### src/rtl/pipe_mul_seq.sv
`default_nettype none
// ============================================================================
// Module : pipe_mul_seq
// Shift-add MUL/MLA sequencer that borrows the shared execute-stage ALU.
// Rev    : 1.0  initial release
// ============================================================================
module pipe_mul_seq (
  input  logic        clk,
  input  logic        reset,
  input  logic        start,
  input  logic        mla,
  input  logic [31:0] src_a,
  input  logic [31:0] src_b,
  input  logic [31:0] acc_in,
  output logic        alu_req,
  input  logic        alu_gnt,
  output logic [31:0] alu_a,
  output logic [31:0] alu_b,
  output logic [2:0]  alu_ctrl,
  input  logic [31:0] alu_result,
  output logic        busy,
  output logic        done,
  output logic [31:0] result,
  output logic [1:0]  nz
);

  localparam logic [1:0] c_IDLE    = 2'd0;
  localparam logic [1:0] c_ITER    = 2'd1;
  localparam logic [1:0] c_DONE    = 2'd2;
  localparam logic [2:0] c_ALU_ADD = 3'b000;
  localparam logic [5:0] c_CNT_MAX = 6'd31;

  logic [1:0]  r_state;
  logic [1:0]  w_state_nxt;
  logic [31:0] r_mcand;
  logic [31:0] r_mplier;
  logic [31:0] r_acc;
  logic [5:0]  r_cnt;
  logic [31:0] r_result;
  logic [1:0]  r_nz;
  logic [31:0] w_mplier_shr;

  assign w_mplier_shr = r_mplier >> 1;

  always_ff @(posedge clk or posedge reset) begin
    if (reset) begin
      r_state <= c_IDLE;
    end else begin
      r_state <= w_state_nxt;
    end
  end

  // Loop ends early once no multiplier bits remain, so k tracks the operand width.
  always_comb begin
    w_state_nxt = r_state;
    case (r_state)
      c_IDLE: if (start) w_state_nxt = c_ITER;
      c_ITER: begin
        if (alu_gnt && ((w_mplier_shr == 32'd0) || (r_cnt == c_CNT_MAX))) begin
          w_state_nxt = c_DONE;
        end
      end
      c_DONE:  w_state_nxt = c_IDLE;
      default: w_state_nxt = c_IDLE;
    endcase
  end

  always_ff @(posedge clk or posedge reset) begin
    if (reset) begin
      r_mcand  <= 32'd0;
      r_mplier <= 32'd0;
      r_acc    <= 32'd0;
      r_cnt    <= 6'd0;
      r_result <= 32'd0;
      r_nz     <= 2'b00;
    end else begin
      case (r_state)
        c_IDLE: begin
          if (start) begin
            r_mcand  <= src_a;
            r_mplier <= src_b;
            r_acc    <= mla ? acc_in : 32'd0;
            r_cnt    <= 6'd0;
          end
        end
        c_ITER: begin
          if (alu_gnt) begin
            if (r_mplier[0]) r_acc <= alu_result;
            r_mcand  <= r_mcand << 1;
            r_mplier <= w_mplier_shr;
            r_cnt    <= r_cnt + 6'd1;
          end
        end
        c_DONE: begin
          r_result <= r_acc;
          r_nz     <= {r_acc[31], (r_acc == 32'd0)};
        end
        default: ;
      endcase
    end
  end

  always_comb begin
    alu_req = 1'b0;
    alu_a   = 32'd0;
    alu_b   = 32'd0;
    busy    = 1'b0;
    done    = 1'b0;
    case (r_state)
      c_ITER: begin
        alu_req = 1'b1;
        alu_a   = r_acc;
        alu_b   = r_mcand;
        busy    = 1'b1;
      end
      c_DONE: begin
        busy = 1'b1;
        done = 1'b1;
      end
      default: ;
    endcase
  end

  assign alu_ctrl = c_ALU_ADD;
  assign result   = r_result;
  assign nz       = r_nz;

endmodule
`default_nettype wire

### config.mk
export PLATFORM = sky130hd
export DESIGN_NAME = pipe_mul_seq
export DESIGN_NICKNAME = d
export VERILOG_FILES = /design/src/rtl/pipe_mul_seq.sv
export SDC_FILE = /design/constraint.sdc
export NUM_CORES = 1
export LEC_CHECK = 0
export ABC_CLOCK_PERIOD_IN_PS = 8600
export BUFFER_PORTS_ARGS = -buffer_cell sky130_fd_sc_hd__buf_2
export CAP_MARGIN = 15
export CORE_ASPECT_RATIO = 0.5
export CORE_UTILIZATION = 46
export DETAILED_ROUTE_END_ITERATION = 10
export GPL_TIMING_DRIVEN = 0
export HOLD_SLACK_MARGIN = 0.08
export MAX_ROUTING_LAYER = met4
export PLACE_DENSITY_LB_ADDON = 0.2
export SLEW_MARGIN = 20
export SYNTH_ARGS = -nofsm -noshare
export SYNTH_HDL_FRONTEND = slang
export SYNTH_SLANG_ARGS = --single-unit
### constraint.sdc
create_clock -name clk -period 8.6 [get_ports clk]
set_input_delay 0.86 -clock clk [delete_from_list [all_inputs] [get_ports clk]]
set_output_delay 0.86 -clock clk [all_outputs]
set_load 0.02 [all_outputs]
# Word level (Yosys, flattened, before mapping)
# Cells that the tools add are included.
dict set report word_totals {
  regBits 138
  out_inout_bits 104
  input_bits 133
  elab_cells 47
}
dict set report op_classes {
  mux 22
  addsub 1
  n_eq_ne 7
  n_reduce_logical 10
}
# operator n
set ops {}
lappend ops {{two-way mux 32 bit} 10}
lappend ops {{one-hot mux 32 bit (2 select lines)} 3}
lappend ops {{zero test 32 bit} 2}
lappend ops {{two-way mux 6 bit} 2}
lappend ops {{one-hot mux 6 bit (2 select lines)} 1}
lappend ops {{inequality test 2 bit, second input constant} 4}
lappend ops {{adder 6 x 1 -> 6 bit, second input constant} 1}
lappend ops {{equality test 6 x 5 -> 1 bit, second input constant} 1}
lappend ops {{two-way mux 2 bit} 2}
lappend ops {{one-hot mux 2 bit (2 select lines)} 1}
lappend ops {{AND reduction 4 bit} 1}
lappend ops {{two-way mux 1 bit} 3}
lappend ops {{AND reduction 3 bit} 1}
lappend ops {{equality test 2 x 1 -> 1 bit, second input constant} 1}
lappend ops {{equality test 2 bit, second input constant} 1}
lappend ops {{zero test 2 bit} 1}
lappend ops {{AND reduction 2 bit} 1}
lappend ops {{nonzero test 2 bit} 1}
lappend ops {{OR reduction 2 bit} 1}
lappend ops {{logical AND 1 bit} 1}
lappend ops {{logical OR 1 bit} 1}

# Longest topological paths before layout
# Gate-level depths: netlist of the first run.
dict set report logic_depth {
  depth_word 5
  mapped_depth 9
  depth_no_buf 6
}

# Worst setup path before layout of the first run
# Ideal clock, no wire load.
dict set report synth_timing {
  path_type {reg-to-output}
  startpoint {register r_state[1]}
  endpoint {output alu_a[10]}
  setup_slack_ns 5.941
  n_path_buf 4
  t_arrival_ns 1.799
  path_stages_with_launch 8
  path_cell_list {dfrtp_1 -> inv_1 -> ha_1 -> buf_4 -> buf_2 -> clkbuf_1 -> clkbuf_1 -> and2_1}
}
dict set report synth_via {
  elab_chain_len 2
}
# item line_no
set synth_rtl {}
lappend synth_rtl {{start, declared} 33} ;# logic [1:0] r_state;
lappend synth_rtl {{start signal, assigned} 47} ;# r_state <= c_IDLE;
lappend synth_rtl {{start signal, assigned} 49} ;# r_state <= w_state_nxt;
lappend synth_rtl {{equality test 2 x 1 -> 1 bit} 109} ;# case (r_state)
lappend synth_rtl {{two-way mux 32 bit} 109}
lappend synth_rtl {{end, declared} 17} ;# output logic [31:0] alu_a,
# Every way passes these cells.

# Worst setup path in the final report of the first run
dict set report layout_timing {
  startpoint {register r_state[1]}
  endpoint {output alu_b[23]}
}
dict set report layout_via {
  elab_chain_len 2
}
# item line_no
set layout_rtl {}
lappend layout_rtl {{equality test 2 x 1 -> 1 bit} 109}
lappend layout_rtl {{two-way mux 32 bit} 109}
lappend layout_rtl {{end, declared} 18} ;# output logic [31:0] alu_b,
# Every way passes these cells.

==> metrics.txt, run 1 <==
# TYPE chip_impl_metric gauge
chip_impl_info{name="outcome",value="completed"} 1
chip_impl_metric{name="grt_overflow",unit=""} 0
chip_impl_info{name="timing_worst_setup_path_type",value="reg2out"} 1
chip_impl_metric{name="via_count_of_the_first_global_routing_pass",unit=""} 5398
chip_impl_metric{name="drt-initial-drc-count",unit=""} 309
chip_impl_metric{name="report.final.setup_viol",unit=""} 0
chip_impl_metric{name="row_count",unit=""} 30
chip_impl_info{name="ys_top_cells_by_count",value="sky130_fd_sc_hd__dfrtp_1 (137), sky130_fd_sc_hd__and2_1 (64), sky130_fd_sc_hd__a21oi_1 (61), sky130_fd_sc_hd__nand2_1 (59), sky130_fd_sc_hd__o21ai_0 (59)"} 1
chip_impl_info{name="crit-reg2reg-launch",value="r_state[1]$_DFFE_PP0P_"} 1
chip_impl_metric{name="drv_cap",unit=""} 0
chip_impl_metric{name="drive_gt1_share",unit="%"} 36.1
chip_impl_metric{name="worst_ep_required_time",unit="ps"} 7740
chip_impl_info{name="ys_top_cells_by_area",value="sky130_fd_sc_hd__dfrtp_1 (53%), sky130_fd_sc_hd__and2_1 (6.2%), sky130_fd_sc_hd__mux2_2 (5.6%)"} 1
chip_impl_metric{name="synthDistinctLibCells",unit=""} 39
chip_impl_metric{name="post_layout_min_period",unit="ps"} 3620
chip_impl_metric{name="tns",unit="ps"} 0
chip_impl_metric{name="reg2reg_setup_slack",unit="ps"} 6490
chip_impl_metric{name="die_ht",unit="um"} 85.9
chip_impl_metric{name="fmax",unit="GHz"} 0.276
chip_impl_metric{name="report.power.total",unit="mW"} 3.69
chip_impl_metric{name="syn_area_per_cell",unit="um^2"} 10.2
chip_impl_metric{name="place.detailed.hpwl",unit="um"} 12800
chip_impl_metric{name="max_slew.worst_pin.slew",unit="ps"} 658
chip_impl_info{name="tritoncts",value="done"} 1
chip_impl_info{name="worstReg2RegEnd",value="r_acc[1]$_DFFE_PP0P_"} 1
chip_impl_metric{name="path_max_fanout",unit=""} 10
chip_impl_metric{name="portBuffers",unit=""} 233
chip_impl_metric{name="max_stage_delay",unit="ps"} 490
chip_impl_metric{name="clkSinkCount",unit=""} 137
chip_impl_metric{name="area_growth_syn_to_layout",unit="%"} 31.6
chip_impl_metric{name="cts_resized",unit=""} 0
chip_impl_metric{name="final_antenna_net_count",unit=""} 0
chip_impl_metric{name="ys_seq_area_share",unit="%"} 53.0
chip_impl_info{name="synth.largest_area_cell",value="sky130_fd_sc_hd__dfrtp_1"} 1
chip_impl_metric{name="post-cts-setup-buffer-count",unit=""} 0
chip_impl_metric{name="place.gp.congestion",unit=""} 0.840
chip_impl_metric{name="grt_antenna_before_repair",unit=""} 2
chip_impl_metric{name="worst_setup_hold_path_clk_slew",unit="ps"} 60
chip_impl_metric{name="boundaryPins",unit=""} 237
chip_impl_metric{name="synth-async-reset-ratio",unit="%"} 100
chip_impl_metric{name="post_synth_instance_area",unit="um^2"} 6470
chip_impl_metric{name="wl_per_cell",unit="um"} 16.0
chip_impl_metric{name="cp.arrival",unit="ps"} 2760
chip_impl_info{name="worst_setup_path_start_kind",value="flip-flop"} 1
chip_impl_metric{name="floorplan.die_area",unit="um^2"} 14600
chip_impl_metric{name="critical_path_depth",unit=""} 8
chip_impl_metric{name="finalClockSkew",unit="ps"} 12.1
chip_impl_metric{name="cts_max_path_bufs",unit=""} 2
chip_impl_metric{name="cts_buffers",unit=""} 17
chip_impl_metric{name="cts_hold_repair.buffers",unit=""} 0
chip_impl_metric{name="critPathBufInv",unit=""} 6
chip_impl_metric{name="timing.final.max_slew_violations",unit=""} 0
chip_impl_metric{name="synth_enable_flop_cells",unit=""} 0
chip_impl_metric{name="drc",unit=""} 0
chip_impl_metric{name="syn_inst",unit=""} 636
chip_impl_info{name="timing.critical_path.cells",value="inv_1 > ha_1 > buf_4 > buf_2 > clkbuf_1 > clkbuf_1 > and2_1 > buf_2"} 1
chip_impl_metric{name="yosys_register_bits",unit=""} 137
chip_impl_metric{name="drt_pre_antenna_iters",unit=""} 7
chip_impl_info{name="clock-root-buffer",value="sky130_fd_sc_hd__clkbuf_16"} 1
chip_impl_metric{name="grtUsageTotal",unit="%"} 25.6
chip_impl_info{name="timing.critical_path.to",value="alu_b[23]"} 1
chip_impl_info{name="cpMaxStageDelayCell",value="sky130_fd_sc_hd__clkbuf_1"} 1
chip_impl_metric{name="placeableCoreArea",unit="um^2"} 13600
chip_impl_metric{name="synth_top_cell_area_share",unit="%"} 53.0
chip_impl_metric{name="p_per_area",unit="nW/um^2"} 434
chip_impl_metric{name="r2r_cells",unit=""} 8
chip_impl_metric{name="irDropWorstVdd",unit="V"} 0.000161
chip_impl_metric{name="min_period_over_period",unit="%"} 42.1
chip_impl_info{name="worstSetupEndpointType",value="primary output"} 1
chip_impl_info{name="rsz_0062_raised_after_global_routing",value="false"} 1
chip_impl_metric{name="clk-insertion-delay-late",unit="ps"} 410
chip_impl_metric{name="finalHoldViolCount",unit=""} 0
chip_impl_metric{name="grt_pass1_wl",unit="um"} 28100
chip_impl_info{name="timing.critical_path.from",value="r_state[1]$_DFFE_PP0P_"} 1
chip_impl_info{name="dominantRegCellSynth",value="sky130_fd_sc_hd__dfrtp_1"} 1
chip_impl_metric{name="relSlewSlack",unit="%"} 56.2
chip_impl_metric{name="total_nets_final",unit=""} 1028
chip_impl_metric{name="number_of_vias_in_the_routed_layout",unit=""} 5655
chip_impl_info{name="worst_path_dominant_cell_family",value="buffers and inverters"} 1
chip_impl_metric{name="leakagePower",unit="nW"} 4.12
chip_impl_metric{name="cts-htree-levels",unit=""} 4
chip_impl_metric{name="via_per_inst",unit=""} 5.15
chip_impl_metric{name="route.final.wire_length",unit="um"} 17500
chip_impl_metric{name="die_w",unit="um"} 170
chip_impl_metric{name="nFillCells",unit=""} 1242
chip_impl_metric{name="grt_start_max_net_pins",unit=""} 86
chip_impl_metric{name="synth-warning-count",unit=""} 0
chip_impl_info{name="holdCritPathClass",value="in2async"} 1
chip_impl_info{name="most_frequent_cell_after_synthesis",value="sky130_fd_sc_hd__dfrtp_1"} 1
chip_impl_metric{name="initial_utilization",unit="%"} 47.5
## where the power goes
group | internal (mW) | switching (mW)
registers | 0.974 | 0.228
logic | 0.681 | 1.09
clock network | 0.439 | 0.284
total | 2.09 | 1.60
## cells in the final DEF (no fill, tap or decap), types with 4 or more instances in the layout
cell type,n
sky130_fd_sc_hd__a21oi_1,61
sky130_fd_sc_hd__a222oi_1,4
sky130_fd_sc_hd__a22oi_1,32
sky130_fd_sc_hd__and2_1,64
sky130_fd_sc_hd__buf_2,246
sky130_fd_sc_hd__buf_4,12
sky130_fd_sc_hd__clkbuf_1,28
sky130_fd_sc_hd__clkbuf_16,17
sky130_fd_sc_hd__clkinvlp_4,5
sky130_fd_sc_hd__dfrtp_1,137
sky130_fd_sc_hd__ha_1,4
sky130_fd_sc_hd__inv_1,8
sky130_fd_sc_hd__inv_6,4
sky130_fd_sc_hd__mux2_2,32
sky130_fd_sc_hd__mux2i_1,31
sky130_fd_sc_hd__nand2_1,59
sky130_fd_sc_hd__nand3_1,4
sky130_fd_sc_hd__nand4_1,4
sky130_fd_sc_hd__nor2_1,39
sky130_fd_sc_hd__nor4_1,14
sky130_fd_sc_hd__o21ai_0,59
## worst min-delay path by stage
stage | start | to
after floorplan | r_mcand[27]$_DFFE_PP0P_ | r_mcand[27]$_DFFE_PP0P_
after global placement | r_mcand[29]$_DFFE_PP0P_ | r_mcand[29]$_DFFE_PP0P_
after detailed placement | r_mcand[18]$_DFFE_PP0P_ | r_mcand[18]$_DFFE_PP0P_
after CTS | reset | result[24]$_DFFE_PP0P_
after global routing | reset | r_acc[27]$_DFFE_PP0P_
final | reset | r_acc[27]$_DFFE_PP0P_
## final cells by class
class	count	area [um^2]	share of cell area, %
Timing Repair Buffer	234	1190	14.0
Multi-Input combinational cell	441	2760	32.4
Buffer	51	253	2.97
Sequential cell	137	3430	40.3
Clock buffer	20	447	5.25
Tap cell	192	240	2.82
Inverter	9	41.3	0.485
Clock inverter	12	141	1.66
Antenna cell	2	5.00	0.0588
## flip-flops by register name, summed over array words and instances, names as in the netlist
signal,cells
r_mcand,32
r_cnt,6
r_acc,32
result,32
nz,1
r_state,2
r_mplier,32
## metal layers
metal / vias up / part of all wire (%) / GRT usage [%]
met5: - / 0 / -
met4: 0 / 0.25 / 5.24
li1: 2745 / - / -
met1: 2759 / 47 / 35.0
met2: 145 / 48 / 40.1
met3: 6 / 4.6 / 4.71
## through the flow
step	hold slack, ps	std cells	area [um^2]	worst slack, ps	util [%]
finish	455	1098	8510	4980	62.5
global route	473	1098	8510	4730	62.5
CTS	471	1096	8510	4920	62.4
detailed placement	462	1064	7920	5370	58.1
global placement	454	1063	7880	2470	57.9
floorplan	442	638	6480	4070	-
## logic make-up (layout without fill, tap and decap cells)
kind of cell	after synthesis	count (layout)	synth area share, %
fa+ha+maj	4	4	0.774
mux	63	63	10.4
xor+xnor	3	3	0.406
simple gates	201	201	16.0
other cells	1	5	0.0580
compound gates	167	167	15.0
buf+inv	60	326	4.43
flops	137	137	53.0
Power figures use the tool's default switching activity.
==> run 2, diff against run 1 <==
--- a/config.mk
+++ b/config.mk
@@ -5,11 +5,11 @@
 export SDC_FILE = /design/constraint.sdc
 export NUM_CORES = 1
 export LEC_CHECK = 0
-export ABC_CLOCK_PERIOD_IN_PS = 8600
+export ABC_CLOCK_PERIOD_IN_PS = 3100
 export BUFFER_PORTS_ARGS = -buffer_cell sky130_fd_sc_hd__buf_2
 export CAP_MARGIN = 15
 export CORE_ASPECT_RATIO = 0.5
-export CORE_UTILIZATION = 46
+export CORE_UTILIZATION = 45
 export DETAILED_ROUTE_END_ITERATION = 10
 export GPL_TIMING_DRIVEN = 0
 export HOLD_SLACK_MARGIN = 0.08
==> constraint.sdc (replaced) <==
create_clock -name clk -period 3.1 [get_ports clk]
set_input_delay 0.31 -clock clk [delete_from_list [all_inputs] [get_ports clk]]
set_output_delay 0.31 -clock clk [all_outputs]
set_load 0.02 [all_outputs]
==> run 2 against run 1 <==
Net effect: wire length is 1.5% higher; first-iteration DRC count is 15% lower; power grew to 2.8 times the previous value; worst hold slack worse by 340 ps; combinational power grew to 2.8 times the previous value; via count is 1.3% higher; cell area is 0.87% higher; sequential power grew to 2.8 times the previous value; die area is 2.2% higher; critical path type unchanged; final cell count is 0.18% higher; worst setup slack worse by 4600 ps; count of clock-buffer cells in the layout is 1 lower.
==> metrics.txt, run 2 (synthesized netlist as in run 1, its figures left out) <==
# TYPE chip_impl_metric gauge
chip_impl_info{name="outcome",value="completed"} 1
chip_impl_metric{name="drt-initial-drc-count",unit=""} 263
chip_impl_metric{name="path_max_fanout",unit=""} 19
chip_impl_info{name="cpMaxStageDelayCell",value="sky130_fd_sc_hd__dfrtp_1"} 1
chip_impl_info{name="rsz_0062_raised_after_global_routing",value="false"} 1
chip_impl_metric{name="hold_path_depth",unit=""} 3
chip_impl_metric{name="clk-insertion-delay-late",unit="ps"} 410
chip_impl_info{name="hold_start",value="src_a[25]"} 1
chip_impl_metric{name="grtUsageTotal",unit="%"} 25.4
chip_impl_metric{name="min_period_over_period",unit="%"} 88.4
chip_impl_metric{name="via_per_inst",unit=""} 5.21
chip_impl_metric{name="cts_max_path_bufs",unit=""} 2
chip_impl_info{name="worstSetupEndpointType",value="primary output"} 1
chip_impl_metric{name="reg2reg_setup_slack",unit="ps"} 930
chip_impl_metric{name="p_per_area",unit="nW/um^2"} 1200
chip_impl_metric{name="power_report.internal_total",unit="mW"} 5.87
chip_impl_info{name="timing.critical_path.cells",value="inv_1 > ha_1 > buf_4 > buf_2 > clkbuf_1 > and2_1 > buf_2"} 1
chip_impl_info{name="tritoncts",value="done"} 1
chip_impl_metric{name="floorplan.die_area",unit="um^2"} 14900
chip_impl_metric{name="grt_antenna_before_repair",unit=""} 1
chip_impl_metric{name="switching_power",unit="mW"} 4.47
chip_impl_metric{name="drv_cap",unit=""} 0
chip_impl_metric{name="worst_ep_required_time",unit="ps"} 2790
chip_impl_metric{name="cts-htree-levels",unit=""} 4
chip_impl_metric{name="r2r_cells",unit=""} 7
chip_impl_metric{name="irDropWorstVdd",unit="V"} 0.000548
chip_impl_info{name="path_common_cell",value="sky130_fd_sc_hd__buf_2"} 1
chip_impl_metric{name="area_growth_syn_to_layout",unit="%"} 32.7
chip_impl_metric{name="portBuffers",unit=""} 233
chip_impl_info{name="crit-reg2reg-launch",value="r_state[1]$_DFFE_PP0P_"} 1
chip_impl_metric{name="wl_met3",unit="um"} 939
chip_impl_info{name="hold_end",value="r_mcand[25]$_DFFE_PP0P_"} 1
chip_impl_metric{name="fmax",unit="GHz"} 0.365
chip_impl_metric{name="seq_power_share",unit="%"} 32.2
chip_impl_metric{name="grt_overflow",unit=""} 0
chip_impl_metric{name="initial_utilization",unit="%"} 47.0
chip_impl_metric{name="grt_start_max_net_pins",unit=""} 34
chip_impl_info{name="clock-root-buffer",value="sky130_fd_sc_hd__clkbuf_16"} 1
chip_impl_metric{name="max_stage_delay",unit="ps"} 420
chip_impl_info{name="worst_path_dominant_cell_family",value="buffers and inverters"} 1
chip_impl_info{name="final_cell_mix",value="sky130_fd_sc_hd__buf_2 (246), sky130_fd_sc_hd__dfrtp_1 (137), sky130_fd_sc_hd__and2_1 (64)"} 1
chip_impl_info{name="worst_setup_path_start_kind",value="flip-flop"} 1
chip_impl_metric{name="cp.arrival",unit="ps"} 2430
chip_impl_metric{name="clkSinkCount",unit=""} 137
chip_impl_metric{name="grt_pass1_wl",unit="um"} 28200
chip_impl_metric{name="die_w",unit="um"} 172
chip_impl_metric{name="relSlewSlack",unit="%"} 59.0
chip_impl_metric{name="drt_pre_antenna_iters",unit=""} 5
chip_impl_metric{name="place.detailed.hpwl",unit="um"} 13400
chip_impl_metric{name="p_clk_share",unit="%"} 20.2
chip_impl_metric{name="detail_route.wirelength.met1",unit="um"} 8170
chip_impl_metric{name="final_antenna_net_count",unit=""} 0
chip_impl_metric{name="place.gp.congestion",unit=""} 0.830
chip_impl_metric{name="number_of_vias_in_the_routed_layout",unit=""} 5728
chip_impl_metric{name="leakagePower",unit="nW"} 4.16
chip_impl_metric{name="cts_resized",unit=""} 0
chip_impl_metric{name="tns",unit="ps"} 0
chip_impl_metric{name="route.final.wire_length",unit="um"} 17800
chip_impl_metric{name="critPathBufInv",unit=""} 5
chip_impl_metric{name="finalHoldViolCount",unit=""} 0
chip_impl_metric{name="drive_gt1_share",unit="%"} 36.3
chip_impl_info{name="worstReg2RegEnd",value="r_acc[12]$_DFFE_PP0P_"} 1
chip_impl_metric{name="post_layout_min_period",unit="ps"} 2740
chip_impl_metric{name="detailroute.wirelength.met2",unit="um"} 8440
chip_impl_metric{name="total_nets_final",unit=""} 1031
chip_impl_metric{name="cts_buffers",unit=""} 17
chip_impl_metric{name="wl_per_cell",unit="um"} 16.2
chip_impl_metric{name="share_comb_of_total_power",unit="%"} 47.7
chip_impl_info{name="holdCritPathClass",value="in2reg"} 1
chip_impl_info{name="timing.critical_path.from",value="r_state[1]$_DFFE_PP0P_"} 1
chip_impl_metric{name="via_count_of_the_first_global_routing_pass",unit=""} 5550
chip_impl_info{name="layout_commonest_cell",value="sky130_fd_sc_hd__buf_2"} 1
chip_impl_metric{name="drc",unit=""} 0
chip_impl_metric{name="boundaryPins",unit=""} 237
chip_impl_info{name="timing_worst_setup_path_type",value="reg2out"} 1
chip_impl_info{name="top_signal_layer_used",value="met4"} 1
chip_impl_metric{name="postLayoutSetupSlackWorst",unit="ps"} 360
chip_impl_metric{name="placeableCoreArea",unit="um^2"} 13800
chip_impl_metric{name="worst_setup_hold_path_clk_slew",unit="ps"} 60
chip_impl_metric{name="dp_slack",unit="ps"} 389
chip_impl_metric{name="report.final.setup_viol",unit=""} 0
chip_impl_metric{name="timing.final.max_slew_violations",unit=""} 0
chip_impl_metric{name="finalClockSkew",unit="ps"} 8.06
chip_impl_metric{name="sw_frac_of_total",unit="%"} 43.2
chip_impl_metric{name="max_slew.worst_pin.slew",unit="ps"} 616
chip_impl_metric{name="die_ht",unit="um"} 86.8
chip_impl_metric{name="row_count",unit=""} 30
## run 2: changes by cell type in the layout (fill, tap and decap cells not counted)
cell                            previous run  this run
sky130_fd_sc_hd__buf_12                    0         3
sky130_fd_sc_hd__dlygate4sd3_1             0         1
sky130_fd_sc_hd__clkinv_2                  0         1
sky130_fd_sc_hd__clkbuf_1                 28        27
sky130_fd_sc_hd__diode_2                   2         1
sky130_fd_sc_hd__inv_8                     1         0
sky130_fd_sc_hd__bufinv_16                 2         3
sky130_fd_sc_hd__clkbuf_8                  1         0
## run 2: worst min-delay path, stage by stage
cell                       delay [ps]
sky130_fd_sc_hd__buf_2             80
sky130_fd_sc_hd__a222oi_1          50
sky130_fd_sc_hd__inv_1             50
## run 2: worst max-delay path by stage
stage	cells past startpoint	end	slack (ps)
final	7	alu_a[29]	360
after global routing	7	alu_a[29]	200
after CTS	7	alu_a[29]	330
after detailed placement	8	alu_a[29]	390
after global placement	2	r_mplier[13]$_DFFE_PP0P_	170
after floorplan	7	alu_a[10]	990
## run 2: stage by stage
| stage | power, mW | cell area, um^2 | hold WS (ps) | utilization, % | std cells |
|---|---|---|---|---|---|
| floorplan | 6.68 | 6480 | 431 | - | 638 |
| global placement | 8.16 | 7890 | 456 | 57.2 | 1063 |
| detailed placement | 8.31 | 7970 | 392 | 57.9 | 1067 |
| CTS | 10.4 | 8580 | 96.6 | 62.3 | 1099 |
| global route | 11.1 | 8580 | 112 | 62.3 | 1100 |
| finish | 10.3 | 8580 | 113 | 62.3 | 1100 |
## run 2: cell type report
class	instances	area (um^2)
buffer	50	249
clock buffer	19	433
timing repair buffer	238	1260
tap	192	240
fill	1194	5190
antenna	1	2.50
clock inverter	13	169
sequential	137	3430
multi-input combinational	441	2760
inverter	9	37.5
## run 2: power groups by stage
stage	clock network, mW	logic (mW)	registers (mW)
finish	2.09	4.93	3.32
floorplan	0	3.25	3.43
global route	2.20	5.45	3.45
CTS	2.11	4.98	3.32
global placement	0	4.85	3.30
detailed placement	0	4.97	3.34
## run 2: what timing repair did
action / in CTS / in global routing
endpoints found under the hold margin: 18 / 0
setup buffers: 0 / 0
hold buffers: 1 / 0
setup endpoints to repair: 24 / 0
## run 2: routing by layer
layer  up-vias  GRT usage (%)
li1       2754              -
met1      2791           32.8
met2       161           40.5
met3        22           4.61
met4         0           8.44
met5         -              -
